File: src/rtl/alu_sequencer.sv
// alu_sequencer: micro-sequencer for the 8-bit accumulator / B-register / ALU
// datapath. Takes one instruction at a time over a valid/ready handshake and
// expands it into a fixed sequence of registered datapath control words. It
// also captures the ALU carry/zero flags and returns accumulator reads.
//
// Ports:
//   clk, rst_n         clock (rising edge), synchronous active-low reset
//   instr_valid/ready  instruction handshake; ready is high only in IDLE
//   instr_op/imm       opcode (3b) and immediate (8b), latched on accept
//   bus_drv/_en        value the sequencer drives onto the datapath bus
//   nLa, nLb           active-low loads of accumulator / B register
//   Ea, Eu             accumulator / ALU bus drive enables
//   sub                ALU subtract select
//   acc_bus            datapath bus readback
//   cf_in, zf_in       ALU carry / zero flags from the datapath
//   flag_c, flag_z     captured flags
//   out_data/out_valid accumulator value returned by OUT, one-cycle pulse
//   done               one-cycle pulse when an instruction retires
//   illegal            one-cycle pulse (with done) for opcode 11x
module alu_sequencer #(
  parameter int unsigned FLAG_LAT = 1
) (
  input  logic       clk,
  input  logic       rst_n,
  input  logic       instr_valid,
  output logic       instr_ready,
  input  logic [2:0] instr_op,
  input  logic [7:0] instr_imm,
  output logic [7:0] bus_drv,
  output logic       bus_drv_en,
  output logic       nLa,
  output logic       nLb,
  output logic       Ea,
  output logic       Eu,
  output logic       sub,
  input  logic [7:0] acc_bus,
  input  logic       cf_in,
  input  logic       zf_in,
  output logic       flag_c,
  output logic       flag_z,
  output logic [7:0] out_data,
  output logic       out_valid,
  output logic       done,
  output logic       illegal
);

  localparam int unsigned OP_W   = 3;
  localparam int unsigned DATA_W = 8;
  localparam int unsigned CNT_W  = 3;

  localparam logic [OP_W-1:0] OP_NOP  = 3'b000;
  localparam logic [OP_W-1:0] OP_LDA  = 3'b001;
  localparam logic [OP_W-1:0] OP_ADD  = 3'b010;
  localparam logic [OP_W-1:0] OP_SUB  = 3'b011;
  localparam logic [OP_W-1:0] OP_OUT  = 3'b100;
  localparam logic [OP_W-1:0] OP_CLRF = 3'b101;

  typedef enum logic [2:0] {
    S_IDLE  = 3'd0,
    S_LDA   = 3'd1,
    S_LDB   = 3'd2,
    S_EXE   = 3'd3,
    S_WAITF = 3'd4,
    S_OUT   = 3'd5,
    S_DONE  = 3'd6
  } state_t;

  state_t state;
  state_t next_state;

  logic [OP_W-1:0]  op_q;
  logic [CNT_W-1:0] cnt_q;
  logic             accept_c;
  logic             flag_sample_c;

  // Next-cycle values of the registered outputs
  logic              ready_d;
  logic [DATA_W-1:0] bus_drv_d;
  logic              bus_drv_en_d;
  logic              nla_d;
  logic              nlb_d;
  logic              ea_d;
  logic              eu_d;
  logic              sub_d;
  logic              out_valid_d;
  logic              done_d;
  logic              illegal_d;

  assign accept_c      = instr_valid & instr_ready;
  assign flag_sample_c = (state == S_WAITF) && (cnt_q == CNT_W'(1));

  // State register
  always_ff @(posedge clk) begin
    if (!rst_n) begin
      state <= S_IDLE;
    end else begin
      state <= next_state;
    end
  end

  // Next-state logic
  always_comb begin
    next_state = state;
    case (state)
      S_IDLE: begin
        if (accept_c) begin
          case (instr_op)
            OP_LDA:         next_state = S_LDA;
            OP_ADD, OP_SUB: next_state = S_LDB;
            OP_OUT:         next_state = S_OUT;
            default:        next_state = S_DONE;
          endcase
        end
      end
      S_LDA:   next_state = S_DONE;
      S_LDB:   next_state = S_EXE;
      S_EXE:   next_state = S_WAITF;
      S_WAITF: if (flag_sample_c) next_state = S_DONE;
      S_OUT:   next_state = S_DONE;
      S_DONE:  next_state = S_IDLE;
      default: next_state = S_IDLE;
    endcase
  end

  // Output decode of the state about to be entered, so that every control
  // line is a flop that is valid for exactly the cycle spent in its state.
  always_comb begin
    ready_d      = 1'b0;
    bus_drv_d    = '0;
    bus_drv_en_d = 1'b0;
    nla_d        = 1'b1;
    nlb_d        = 1'b1;
    ea_d         = 1'b0;
    eu_d         = 1'b0;
    sub_d        = 1'b0;
    out_valid_d  = 1'b0;
    done_d       = 1'b0;
    illegal_d    = 1'b0;
    case (next_state)
      S_IDLE: ready_d = 1'b1;
      // S_LDA / S_LDB are entered only from IDLE on the accept edge, so the
      // immediate is taken straight from the instruction port.
      S_LDA: begin
        bus_drv_d    = instr_imm;
        bus_drv_en_d = 1'b1;
        nla_d        = 1'b0;
      end
      S_LDB: begin
        bus_drv_d    = instr_imm;
        bus_drv_en_d = 1'b1;
        nlb_d        = 1'b0;
      end
      S_EXE: begin
        eu_d  = 1'b1;
        nla_d = 1'b0;
        sub_d = (op_q == OP_SUB);
      end
      S_OUT: ea_d = 1'b1;
      S_DONE: begin
        done_d      = 1'b1;
        out_valid_d = (state == S_OUT);
        illegal_d   = (state == S_IDLE) && (instr_op[2:1] == 2'b11);
      end
      default: ;
    endcase
  end

  // Registered outputs, latched opcode, flag wait counter and captures
  always_ff @(posedge clk) begin
    if (!rst_n) begin
      instr_ready <= 1'b1;
      bus_drv     <= '0;
      bus_drv_en  <= 1'b0;
      nLa         <= 1'b1;
      nLb         <= 1'b1;
      Ea          <= 1'b0;
      Eu          <= 1'b0;
      sub         <= 1'b0;
      out_valid   <= 1'b0;
      done        <= 1'b0;
      illegal     <= 1'b0;
      flag_c      <= 1'b0;
      flag_z      <= 1'b0;
      out_data    <= '0;
      op_q        <= OP_NOP;
      cnt_q       <= '0;
    end else begin
      instr_ready <= ready_d;
      bus_drv     <= bus_drv_d;
      bus_drv_en  <= bus_drv_en_d;
      nLa         <= nla_d;
      nLb         <= nlb_d;
      Ea          <= ea_d;
      Eu          <= eu_d;
      sub         <= sub_d;
      out_valid   <= out_valid_d;
      done        <= done_d;
      illegal     <= illegal_d;

      if (accept_c) begin
        op_q <= instr_op;
      end

      // Counter holds FLAG_LAT on the first WAITF cycle; flags are sampled
      // in the WAITF cycle where it reads 1.
      if (state == S_EXE) begin
        cnt_q <= CNT_W'(FLAG_LAT);
      end else if (state == S_WAITF) begin
        cnt_q <= cnt_q - CNT_W'(1);
      end

      if (flag_sample_c) begin
        flag_c <= cf_in;
        flag_z <= zf_in;
      end else if (accept_c && (instr_op == OP_CLRF)) begin
        flag_c <= 1'b0;
        flag_z <= 1'b0;
      end

      if (state == S_OUT) begin
        out_data <= acc_bus;
      end
    end
  end

endmodule

File: config.mk
export PLATFORM = sky130hd
export DESIGN_NAME = alu_sequencer
export DESIGN_NICKNAME = d
export VERILOG_FILES = /design/src/rtl/alu_sequencer.sv
export SDC_FILE = /design/constraint.sdc
export NUM_CORES = 1
export LEC_CHECK = 0
export BUFFER_PORTS_ARGS = -buffer_cell sky130_fd_sc_hd__buf_2
export CORE_ASPECT_RATIO = 0.5
export CORE_UTILIZATION = 50
export CTS_BUF_LIST = sky130_fd_sc_hd__clkbuf_8
export DETAILED_ROUTE_END_ITERATION = 10
export GPL_ROUTABILITY_DRIVEN = 0
export GPL_TIMING_DRIVEN = 0
export PLACE_DENSITY = 0.89
export SLEW_MARGIN = 20
export SYNTH_ARGS = -nofsm -noshare
export SYNTH_HDL_FRONTEND = slang
export SYNTH_SLANG_ARGS = --single-unit
File: constraint.sdc
create_clock -name clk -period 2.1 [get_ports clk]
set_input_delay 0.105 -clock clk [delete_from_list [all_inputs] [get_ports clk]]
set_output_delay 0.105 -clock clk [all_outputs]
set_load 0.02 [all_outputs]
# Word level (Yosys, flattened, before mapping)
# Index checks and enable logic that the tools add are counted.
[totals]
ff_bits = 37
inputBits = 24
[classes]
add_sub_neg = 1
eq_ne = 18
n_mux = 16
bitwise = 2
reduce_logical = 15
[ops]
columns = ["operator", "count"]
rows = [
  ["3-bit by 2-bit equality test with 1-bit output (second input constant)", 7],
  ["3-bit equality test (second input constant)", 6],
  ["3-bit one-hot mux with 5 select lines", 1],
  ["3-bit by 1-bit equality test with 1-bit output (second input constant)", 4],
  ["1-bit 2-to-1 mux", 12],
  ["2-bit OR reduction", 5],
  ["3-bit one-hot mux with 3 select lines", 1],
  ["3-bit logical NOT", 2],
  ["3-bit 2-to-1 mux", 2],
  ["2-bit AND reduction", 3],
  ["2-bit nonzero test", 2],
  ["1-bit logical AND", 3],
  ["3-bit by 1-bit subtractor with 3-bit output (second input constant)", 1],
  ["2-bit equality test (second input constant)", 1],
  ["1-bit AND", 1],
  ["1-bit inverter", 1],
]

# Depth between registers and ports, before layout
# Gate-level depths: netlist (run 1).
[logic_depth]
ltp_word = 8
mapped_depth = 5

# Worst setup path before layout (run 1)
# Ideal clock, no wire load.
[synth_path]
path_type = "reg2reg"
startpoint = "register state[0]"
endpoint = "register nLb"
arrival_ps = 1385
slack_ps = 595
path_stages_with_launch = 6
n_path_buf = 2
cell_sequence = "dfxtp_1 -> or2_1 -> buf_2 -> a221o_1 -> buf_6 -> a211o_1"
[synth_via]
elab_chain_len = 6
elab_cells_between_ends = 13
classes_between = "eq/ne: 6; mux: 4; reduce/logical: 3"
[synth_rtl]
columns = ["item", "line", "rtl"]
rows = [
  ["start: declaration", "68", "state_t state;"],
  ["start signal: assignment", "97", "state <= next_state;"],
  ["3-bit equality test", "90, 104", ""],
  ["1-bit logical AND", "90", "assign flag_sample_c = (state == S_WAITF) && (cnt_q == CNT_W'(1));"],
  ["3-bit 2-to-1 mux", "118", "S_WAITF: if (flag_sample_c) next_state = S_DONE;"],
  ["3-bit one-hot mux with 5 select lines *", "104", "case (state)"],
  ["3-bit by 2-bit equality test with 1-bit output *", "139", "case (next_state)"],
  ["1-bit 2-to-1 mux *", "139", ""],
  ["end signal: assignment", "192", "nLb <= nlb_d;"],
  ["end: declaration", "32", "output logic nLb,"],
]
# Mark *: on every way between the ends. The rest lies on a longest branch, timed or not.
# A chain may end at the register's enable or synchronous reset.

# Worst setup path in the final report (run 1)
[layout_path]
startpoint = "register cnt_q[1]"
endpoint = "register bus_drv[5]"
[layout_via]
elab_chain_len = 7
elab_cells_between_ends = 8
classes_between = "eq/ne: 3; mux: 2; reduce/logical: 3"
[layout_rtl]
columns = ["item", "line", "rtl"]
rows = [
  ["start: declaration", "72", "logic [CNT_W-1:0] cnt_q;"],
  ["start signal: assignment", "207", "cnt_q <= CNT_W'(FLAG_LAT);"],
  ["start signal: assignment", "209", "cnt_q <= cnt_q - CNT_W'(1);"],
  ["3-bit by 1-bit equality test with 1-bit output *", "90", ""],
  ["1-bit logical AND *", "90", ""],
  ["3-bit 2-to-1 mux *", "118", ""],
  ["3-bit one-hot mux with 5 select lines *", "104", ""],
  ["3-bit by 2-bit equality test with 1-bit output or 3-bit by 1-bit equality test with 1-bit output (tied branches)", "139", ""],
  ["2-bit OR reduction (no line) *", "--", ""],
  ["2-bit AND reduction (no line) *", "--", ""],
  ["end signal: assignment", "189", "bus_drv <= bus_drv_d;"],
  ["end: declaration", "29", "output logic [7:0] bus_drv,"],
]
# Marked as above.

==> metrics.csv, run 1 <==
metric,value,unit
Initial DRT Pass Iterations,4,
CTS tree,built,
Register-to-Register Path Depth,5,
Clock transition at path regs,0.08,ns
core region area,2651,um^2
instance count after placement with tap cells included,243,
total net switching power,0.5600,mW
remaining number of nets flagged by the antenna check after routing,0,
number of antenna violations at the first check in global routing,0,
Antenna diodes,0,
Cells on Worst Hold Path,2,
via count of the first global-routing pass,1174,
Post-synth top cells,"dfxtp_1, nand2_1, a21oi_1",
sw frac,30.10,%
Final Instance Count excl. Fillers,251,
overall overflow remaining after global route,0,
floorplan die height,39.82,um
final hold violation count,0,
top cells by area in the synthesized netlist,"dfxtp_1, a21oi_1, nand2_1, nor4b_1, nand3_1",
end of the worst register-to-register path,bus_drv[5],
Final Core Density,69.66,%
row cnt,13,
initial core utilization,53.94,%
clock sink count,37,
worst endpoint data arrival time,1.84,ns
first-iteration detailed-routing DRC count,105,
io pins,52,
cell area reported after detailed placement,1727,um^2
cell chosen for the clock root,clkbuf_8,
count of final setup violators,0,
clock skew after layout,0.005387,ns
number of distinct library cells after synthesis,40,
worst-skew pair later-pin latency,0.30,ns
CP Max Fanout,9,
result of the run,completed,
worst-case setup margin in the final layout,0.4159,ns
share of cells above drive strength 1,29.91,%
count of buffers added by post-CTS timing repair for setup,0,
PortBufs,50,
total routed wirelength,3.541,mm
synthesized netlist cell count,156,
total global routing track utilization,23.37,%
net count of the mapped netlist,182,
share of async-settable or async-resettable flops after synthesis,0,%
power density of the placed cells,1007,nW/um^2
maximum root-to-sink buffer count,2,
estimated wirelength of the detail-placed design,2.410,mm
path class of the lowest-slack min-delay path,in -> reg,
setup tns final,0,ns
final cycle utilization of the critical path,80.19,%
r2r startpoint,cnt_q[1],
hold buffers post-CTS,0,
yosys warns,0,
capture endpoint of the worst hold path,Ea,
post-route cell area,1847,um^2
cell area after technology mapping,1430,um^2
FILL cells,206,
number of levels the H-tree was split into,2,
Pins Over Slew Limit,0,
largest net degree at the start of global routing,13,
minimum clock period after layout,1.684,ns
cell type with the highest aggregate area in the netlist,dfxtp_1,
classification of the worst setup path,reg -> reg,
register area share after synthesis,51.79,%
share of total power in sequential cells,42.9,%
number of register bits inferred by synthesis,37,
static leakage,0.8035,nW
wire length of the first global-routing pass,5.181,mm
Vias per Instance,5.518,
r2r setup slk,0.42,ns
fraction of post-synthesis cell area in the top cell type by area,51.79,%
Synth-to-Final Area Change,29.13,%
post-layout total power,1.860,mW
"EDFF count, synth",0,
routed wirelength normalized by instance count,14.11,um
"Gates resized, CTS repair",0,
# DRC,0,
critical path required time,2.25,ns
unrepaired setup endpoints after global routing,false,
post-route worst hold slack,0.03909,ns
cell internal pwr,1.300,mW
worst setup timing slack at the placement stage,0.4245,ns
IR Drop Worst-Case VDD,0.0004511,V
number of maximum-capacitance constraint violations,0,
worst-margin pin slew,0.6820,ns
net total in the final layout,239,
launch instance of the worst min-delay path,instr_op[1],
chip width,77.64,um
maximum frequency from static timing analysis,0.5938,GHz
top-count cell post-synth,dfxtp_1,
Setup crit end kind,flip-flop,
Most used DFF post-synth,dfxtp_1,
average size of a mapped cell,9.167,um^2
count of vias placed by the detailed router,1385,
Slew Limit Headroom,54.53,%
launching element type of the critical path,flip-flop,
clock network fraction of total power,34.7,%
power share of the combinational group,22.4,%
area enclosed by the die boundary,3091,um^2
total CTS buffers,5,
-- worst max-delay path, stage by stage, from the launching register on --
cell and delay (ns):
dfxtp_1 0.36, inv_1 0.07, ha_1 0.19, nor2b_1 0.17
a221oi_2 0.61, nor4b_1 0.14
-- power groups by stage --
stage	combinational, mW	clock [mW]	sequential [mW]
floorplan	0.245	0	0.851
finish	0.416	0.646	0.799
global placement	0.393	0	0.808
global route	0.456	0.676	0.804
CTS	0.413	0.646	0.797
detailed placement	0.405	0	0.813
-- sequential cells by signal, indices dropped and copies added (netlist names) --
register	count
out_valid	1
instr_ready	1
op_q	3
sub	1
flag_c	1
nLa	1
Eu	1
bus_drv	8
cnt_q	3
flag_z	1
illegal	1
Ea	1
done	1
out_data	8
bus_drv_en	1
nLb	1
state	3
-- kinds of logic after synthesis --
logic type	share of synthesized area, %
AO/OA/AOI/OAI	16.10
XOR/XNOR	0.6125
adder cells (fa/ha/maj)	1.750
buffers and inverters	5.600
flip-flops	51.79
AND/OR/NAND/NOR	24.15
-- layout by cell type (no fill, tap or decap), types with 2 or more instances in the layout --
| cell | synthesis | routed |
|---|---|---|
| ha_1 | 2 | 2 |
| nor4b_1 | 8 | 8 |
| nand2_1 | 22 | 22 |
| o22ai_1 | 2 | 2 |
| nor3b_1 | 2 | 2 |
| clkbuf_1 | 5 | 5 |
| and3_1 | 2 | 2 |
| nand3_1 | 9 | 9 |
| inv_1 | 7 | 7 |
| clkbuf_8 | 0 | 6 |
| a21oi_1 | 17 | 17 |
| buf_2 | 4 | 54 |
| o21ai_0 | 2 | 2 |
| nor2b_1 | 2 | 2 |
| nor4_1 | 2 | 2 |
| dfxtp_1 | 37 | 37 |
| a211o_1 | 2 | 2 |
| nor3_1 | 3 | 3 |
| nand3b_1 | 2 | 2 |
| nor2_1 | 5 | 5 |
-- worst max path at each step --
stage,startpoint,endpoint,slack [ns],cells after the start
CTS,cnt_q[1],bus_drv[5],0.42,5
global placement,cnt_q[1],bus_drv[3],0.52,5
finish,cnt_q[1],bus_drv[5],0.42,5
global route,cnt_q[1],bus_drv[2],0.30,5
floorplan,state[0],nLb,0.60,5
detailed placement,cnt_q[1],bus_drv[5],0.42,5
-- final cells by class --
| type | count | area (um^2) | share of cell area [%] |
|---|---|---|---|
| buffer | 10 | 50.05 | 2.710 |
| clock buffer | 6 | 82.58 | 4.472 |
| clock inverter | 2 | 37.54 | 2.033 |
| inverter | 8 | 30.03 | 1.626 |
| multi-input combinational | 101 | 609.3 | 32.99 |
| sequential | 37 | 740.7 | 40.11 |
| tap | 37 | 46.29 | 2.507 |
| timing repair buffer | 50 | 250.2 | 13.55 |
-- per-layer routing --
| layer | vias to the layer above | GRT usage, % | wire length, um | share of wire (%) |
|---|---|---|---|---|
| met5 | - | 0 | 0 | 0 |
| met1 | 653 | 25.62 | 1463 | 41 |
| met4 | 0 | 8.491 | 109 | 3.1 |
| met2 | 55 | 43.36 | 1724 | 49 |
| li1 | 665 | - | - | - |
| met3 | 12 | 8.605 | 243 | 6.9 |
(Power assumes the default switching activity.)
==> run 2, diff against run 1 <==
--- a/config.mk
+++ b/config.mk
@@ -7,12 +7,12 @@
 export LEC_CHECK = 0
 export BUFFER_PORTS_ARGS = -buffer_cell sky130_fd_sc_hd__buf_2
 export CORE_ASPECT_RATIO = 0.5
-export CORE_UTILIZATION = 50
+export CORE_UTILIZATION = 45
 export CTS_BUF_LIST = sky130_fd_sc_hd__clkbuf_8
 export DETAILED_ROUTE_END_ITERATION = 10
 export GPL_ROUTABILITY_DRIVEN = 0
 export GPL_TIMING_DRIVEN = 0
-export PLACE_DENSITY = 0.89
+export PLACE_DENSITY = 0.85
 export SLEW_MARGIN = 20
 export SYNTH_ARGS = -nofsm -noshare
 export SYNTH_HDL_FRONTEND = slang
==> constraint.sdc (replaced) <==
create_clock -name clk -period 1.4 [get_ports clk]
set_input_delay 0.07 -clock clk [delete_from_list [all_inputs] [get_ports clk]]
set_output_delay 0.07 -clock clk [all_outputs]
set_load 0.02 [all_outputs]
==> run 2 against run 1 <==
The flow now finishes with violations (setup timing). Power grew 59%. Cell count grew 6.0%. Critical path depth is the same. Register-to-register slack lost 0.48 ns. Global-route usage grew 0.81 points. Wire length grew 17%. Largest power group unchanged. Clock skew grew 0.0014 ns. Sequential cell count is the same.
==> metrics.csv, run 2 (synthesis results as in run 1) <==
metric,value,unit,change
worst-skew pair later-pin latency,0.29,ns,about the same
unrepaired setup endpoints after global routing,true,,
"most common cell after layout, fill and taps aside",buf_2,,
net total in the final layout,251,,+5.0%
post-route worst hold slack,0.02106,ns,-0.01803 ns
total routed wirelength,4.148,mm,+17%
power density of the placed cells,1397,nW/um^2,+39%
count of vias placed by the detailed router,1458,,+5.3%
launching element type of the critical path,flip-flop,,
wire length of the first global-routing pass,6.134,mm,+18%
path class of the lowest-slack min-delay path,in -> reg,,
result of the run,finished with violations,,
classification of the worst setup path,reg -> reg,,
remaining number of nets flagged by the antenna check after routing,0,,unchanged
via count of the first global-routing pass,1341,,+14%
FILL cells,220,,+6.8%
Vias per Instance,5.481,,-0.67%
cell chosen for the clock root,clkbuf_8,,
wire length on met3,278,um,+14%
first-iteration detailed-routing DRC count,133,,+27%
Slew Limit Headroom,70.26,%,+16 points
floorplan die height,41.87,um,+5.1%
row cnt,14,,+1
CP Max Fanout,6,,-3
routed wirelength normalized by instance count,15.59,um,+11%
number of maximum-capacitance constraint violations,0,,unchanged
largest net degree at the start of global routing,13,,unchanged
routed wl met2,2.065,mm,+20%
maximum frequency from static timing analysis,0.6846,GHz,+15%
CTS tree,built,,
worst-margin pin slew,0.4461,ns,-0.2359 ns
estimated wirelength of the detail-placed design,2.257,mm,-6.3%
met1 layer wirelength in the final routing,1.721,mm,+18%
minimum clock period after layout,1.461,ns,-0.2234 ns
cell area reported after detailed placement,1732,um^2,+0.29%
# DRC,0,,unchanged
worst endpoint data arrival time,1.65,ns,-0.19 ns
clock skew after layout,0.006743,ns,+0.001356 ns
Synth-to-Final Area Change,48.38,%,
count of final setup violators,9,,+9
Initial DRT Pass Iterations,4,,unchanged
overall overflow remaining after global route,0,,unchanged
IR Drop Worst-Case VDD,0.0008332,V,+85%
largest registers,"bus_drv x8, out_data x8",,
chip width,81.73,um,+5.3%
uppermost signal routing layer after detailed routing,met4,,
worst-case setup margin in the final layout,-0.06065,ns,-0.4766 ns
final hold violation count,0,,unchanged
static leakage,0.9244,nW,+15%
Clock transition at path regs,0.07,ns,about the same
post-layout total power,2.965,mW,+59%
number of levels the H-tree was split into,2,,unchanged
Pins Over Slew Limit,0,,unchanged
Cells on Worst Hold Path,3,,+1
clock sink count,37,,unchanged
core region area,3013,um^2,+14%
"leading cell types in the layout, fill and taps excluded","buf_2, dfxtp_1, nand2_1",,
maximum root-to-sink buffer count,2,,unchanged
Register-to-Register Path Depth,5,,unchanged
total global routing track utilization,24.18,%,+0.81 points
share of cells above drive strength 1,44.69,%,+15 points
critical path required time,1.59,ns,-0.66 ns
initial core utilization,47.47,%,-6.5 points
Final Instance Count excl. Fillers,266,,+6.0%
area enclosed by the die boundary,3421,um^2,+11%
io pins,52,,unchanged
total CTS buffers,5,,unchanged
PortBufs,50,,unchanged
Antenna diodes,0,,unchanged
post-route cell area,2122,um^2,+15%
final cycle utilization of the critical path,104.3,%,+24 points
Final Core Density,70.43,%,+0.78 points
failing checks,setup timing,,
number of antenna violations at the first check in global routing,0,,unchanged
hold buffers post-CTS,0,,unchanged
Setup crit end kind,flip-flop,,
instance count after placement with tap cells included,246,,+1.2%
[run 2: cell count changes in the layout (fill, tap and decap cells not counted), moves of 4 or more]
cell      change
nor4b_2       +4
dfxtp_1       -5
buf_4        +11
nor4b_1       -8
nor4b_4       +4
clkbuf_1      -4
[run 2: per-stage QoR]
stage | worst slack (ns) | setup TNS, ns
detailed placement | -0.2769 | -3.189
global placement | -0.1818 | -1.793
global route | -0.08992 | -0.9468
floorplan | -0.008199 | -0.07341
finish | -0.06065 | -0.1598
CTS | -0.03242 | -0.1319
[run 2: final timing paths]
check	from	slack, ns	endpoint
worst min-delay path	acc_bus[3]	0.02	out_data[3]
worst max-delay path	state[2]	-0.06	nLb
worst max register to register	state[2]	-0.06	nLb
worst min register to register	out_data[4]	0.46	out_data[4]
[run 2: layout make-up]
type / count / area (um^2) / area share [%]
multi-input combinational: 101 / 753.2 / 35.50
sequential: 37 / 752.0 / 35.44
inverter: 8 / 30.03 / 1.415
tap: 40 / 50.05 / 2.358
clock buffer: 5 / 68.82 / 3.243
clock inverter: 3 / 17.52 / 0.8255
buffer: 8 / 55.05 / 2.594
timing repair buffer: 64 / 395.4 / 18.63
[run 2: routing by layer]
layer / vias to the layer above / global-route usage (%)
met1: 678 / 30.07
met5: - / 0
met4: 0 / 12.28
met2: 72 / 39.34
li1: 695 / -
met3: 13 / 5.275
[run 2: power by group]
group | switching (mW) | leakage (nW) | total (mW) | internal (mW)
Sequential | 0.0588 | 0.303 | 1.21 | 1.15
Combinational | 0.555 | 0.577 | 1.02 | 0.461
Clock | 0.394 | 0.0439 | 0.737 | 0.343
[run 2: repair_timing]
action,4_1_cts,5_1_grt
cloned,2,0
pin swaps,3,4
setup buffers,9,3
endpoints found under the setup margin,27,23
gates resized for setup,27,19
[run 2: critical path, stage by stage (launching register included)]
cell     delay, ns
dfxtp_2       0.35
buf_6         0.12
nand2_1       0.11
a221o_1       0.39
buf_6         0.16
a211o_1       0.22
==> run 3, diff against run 2 <==
--- a/config.mk
+++ b/config.mk
@@ -7,12 +7,12 @@
 export LEC_CHECK = 0
 export BUFFER_PORTS_ARGS = -buffer_cell sky130_fd_sc_hd__buf_2
 export CORE_ASPECT_RATIO = 0.5
-export CORE_UTILIZATION = 45
+export CORE_UTILIZATION = 46
 export CTS_BUF_LIST = sky130_fd_sc_hd__clkbuf_8
 export DETAILED_ROUTE_END_ITERATION = 10
 export GPL_ROUTABILITY_DRIVEN = 0
 export GPL_TIMING_DRIVEN = 0
-export PLACE_DENSITY = 0.85
+export PLACE_DENSITY = 0.83
 export SLEW_MARGIN = 20
 export SYNTH_ARGS = -nofsm -noshare
 export SYNTH_HDL_FRONTEND = slang
==> constraint.sdc (replaced) <==
create_clock -name clk -period 1.8 [get_ports clk]
set_input_delay 0.09 -clock clk [delete_from_list [all_inputs] [get_ports clk]]
set_output_delay 0.09 -clock clk [all_outputs]
set_load 0.02 [all_outputs]
==> run 3 against run 2 <==
The flow now finishes without violations. Worst setup slack better by 0.21 ns. Clock power is 24% lower. First-iteration DRC count is 3.0% lower. Clock skew is 0.0039 ns lower. Hold slack better by 0.019 ns. Wire length is 25% lower. Cell area is 14% lower. Sequential cell count stayed put. Power is 33% lower. Largest power group unchanged.
==> metrics.csv, run 3 (synthesis results as in run 1) <==
metric,value,unit,change
result of the run,completed,,
largest net degree at the start of global routing,13,,unchanged
setup tns final,0,ns,+0.1598 ns
total net switching power,0.6419,mW,-36%
power density of the placed cells,1087,nW/um^2,-22%
wire length of the first global-routing pass,5.285,mm,-14%
clock skew after layout,0.002844,ns,-0.003899 ns
biggest cell delay along the critical path,0.38,ns,about the same
CP Max Fanout,10,,+4
Clock transition at path regs,0.07,ns,about the same
IR Drop Worst-Case VDD,0.0004690,V,-44%
maximum frequency from static timing analysis,0.6051,GHz,-12%
path class of the lowest-slack min-delay path,in -> reg,,
Final Core Density,65.97,%,-4.5 points
remaining number of nets flagged by the antenna check after routing,0,,unchanged
share of cells above drive strength 1,29.91,%,-15 points
"leading cell types in the layout, fill and taps excluded","buf_2, dfxtp_1, nand2_1",,
worst setup timing slack at the placement stage,0.1506,ns,+0.4275 ns
Setup crit end kind,flip-flop,,
crit path cell chain,"or2_1, buf_2, a221o_1, buf_6, nor4b_1",,
net total in the final layout,239,,-4.8%
maximum root-to-sink buffer count,2,,unchanged
count of final setup violators,0,,-9
cell family with most CP delay,simple AND/OR/NAND/NOR gates,,
io pins,52,,unchanged
number of levels the H-tree was split into,2,,unchanged
minimum clock period after layout,1.653,ns,+0.1920 ns
first-iteration detailed-routing DRC count,129,,-3.0%
area enclosed by the die boundary,3349,um^2,-2.1%
r2r setup slk,0.15,ns,+0.21 ns
sw frac,32.38,%,-1.6 points
Critical-path top delay cell,dfxtp_1,,
overall overflow remaining after global route,0,,unchanged
hold buffers post-CTS,0,,unchanged
Slew Limit Headroom,68.20,%,-2.1 points
# DRC,0,,unchanged
share of total power in sequential cells,46.9,%,+6.0 points
worst-case setup margin in the final layout,0.1473,ns,+0.2080 ns
row cnt,13,,-1
total global routing track utilization,20.67,%,-3.5 points
final hold violation count,0,,unchanged
estimated wirelength of the detail-placed design,2.250,mm,-0.30%
post-route worst hold slack,0.03963,ns,+0.01857 ns
total routed wirelength,3.123,mm,-25%
Crit path buffers/inverters,2,,unchanged
"most common cell after layout, fill and taps aside",buf_2,,
clock sink count,37,,unchanged
Pins Over Slew Limit,0,,unchanged
number of antenna violations at the first check in global routing,0,,unchanged
CTS tree,built,,
static leakage,0.7916,nW,-14%
Initial DRT Pass Iterations,4,,unchanged
routed wirelength normalized by instance count,12.44,um,-20%
FILL cells,250,,+14%
Synth-to-Final Area Change,27.56,%,
cell internal pwr,1.340,mW,-32%
power share of the combinational group,24.8,%,-9.5 points
count of vias placed by the detailed router,1320,,-9.5%
via count of the first global-routing pass,1173,,-13%
cell chosen for the clock root,clkbuf_8,,
chip width,80.86,um,-1.1%
count of buffers added by post-CTS timing repair for setup,0,,-9
Vias per Instance,5.259,,-4.1%
floorplan die height,41.43,um,-1.1%
number of maximum-capacitance constraint violations,0,,unchanged
core region area,2765,um^2,-8.2%
clock network fraction of total power,28.3,%,+3.4 points
worst-skew pair later-pin latency,0.28,ns,about the same
largest registers,"bus_drv x8, out_data x8",,
launching element type of the critical path,flip-flop,,
worst-margin pin slew,0.4770,ns,+0.03086 ns
classification of the worst setup path,reg -> reg,,
initial core utilization,51.72,%,+4.3 points
worst endpoint data arrival time,1.83,ns,+0.18 ns
final cycle utilization of the critical path,91.82,%,-13 points
PortBufs,50,,unchanged
Antenna diodes,0,,unchanged
total CTS buffers,5,,unchanged
critical path required time,1.97,ns,+0.38 ns
unrepaired setup endpoints after global routing,false,,
==> run 3: cell count changes in the layout (fill, tap and decap cells not counted), moves of 2 or more <==
cell	previous run	this run
clkbuf_1	1	5
nor2b_1	0	2
dfxtp_2	3	0
nor2b_4	2	0
nor4b_1	0	8
dfxtp_4	2	0
nor4b_4	4	0
buf_6	4	1
buf_4	11	0
dfxtp_1	32	37
nor4b_2	4	0
nor3b_1	0	2
nor3b_2	2	0
buf_2	51	54
==> run 3: power by group through the flow <==
stage                     sequential, mW  clock [mW]  combinational (mW)
final                              0.930       0.561               0.491
after global routing               0.940       0.622               0.542
after CTS                          0.929       0.570               0.476
after detailed placement           0.947           0               0.473
after global placement             0.943           0               0.461
after floorplan                    0.993           0               0.285
==> run 3: final timing paths <==
check	from	cells past startpoint	to
min reg2reg	out_data[7]	2	out_data[7]
max reg2reg	state[0]	5	bus_drv[4]
max	state[0]	5	bus_drv[4]
min	instr_op[1]	2	Ea
==> run 3: routing by layer <==
layer	global-route usage, %	wire, um	vias up
met5	0	0	-
li1	-	-	667
met2	31.26	1375	45
met1	27.98	1515	604
met3	6.593	200	4
met4	6.429	32	0
==> run 3: area by class of cell <==
class                   instances  area, um^2  share of cell area, %
flip-flops and latches         37       740.7                  40.60
multi-input cells             101       620.6                  34.02
repair buffers                 50       250.2                  13.72
clock buffers                   5       68.82                  3.772
plain buffers                  10       50.05                  2.743
well taps                      37       46.29                  2.538
inverters                       8       30.03                  1.646
clock inverters                 3       17.52                 0.9602
==> run 3: repair_timing <==
item	in CTS	in global routing
gates resized for setup	0	1
hold endpoints to repair	0	0
endpoints found under the setup margin	0	5
==> run 3: stage by stage <==
step | area (um^2) | std cells | total power [mW]
finish | 1824 | 251 | 1.982
global route | 1824 | 251 | 2.105
CTS | 1813 | 251 | 1.975
detailed placement | 1727 | 243 | 1.420
global placement | 1727 | 243 | 1.405
floorplan | 1430 | 156 | 1.279
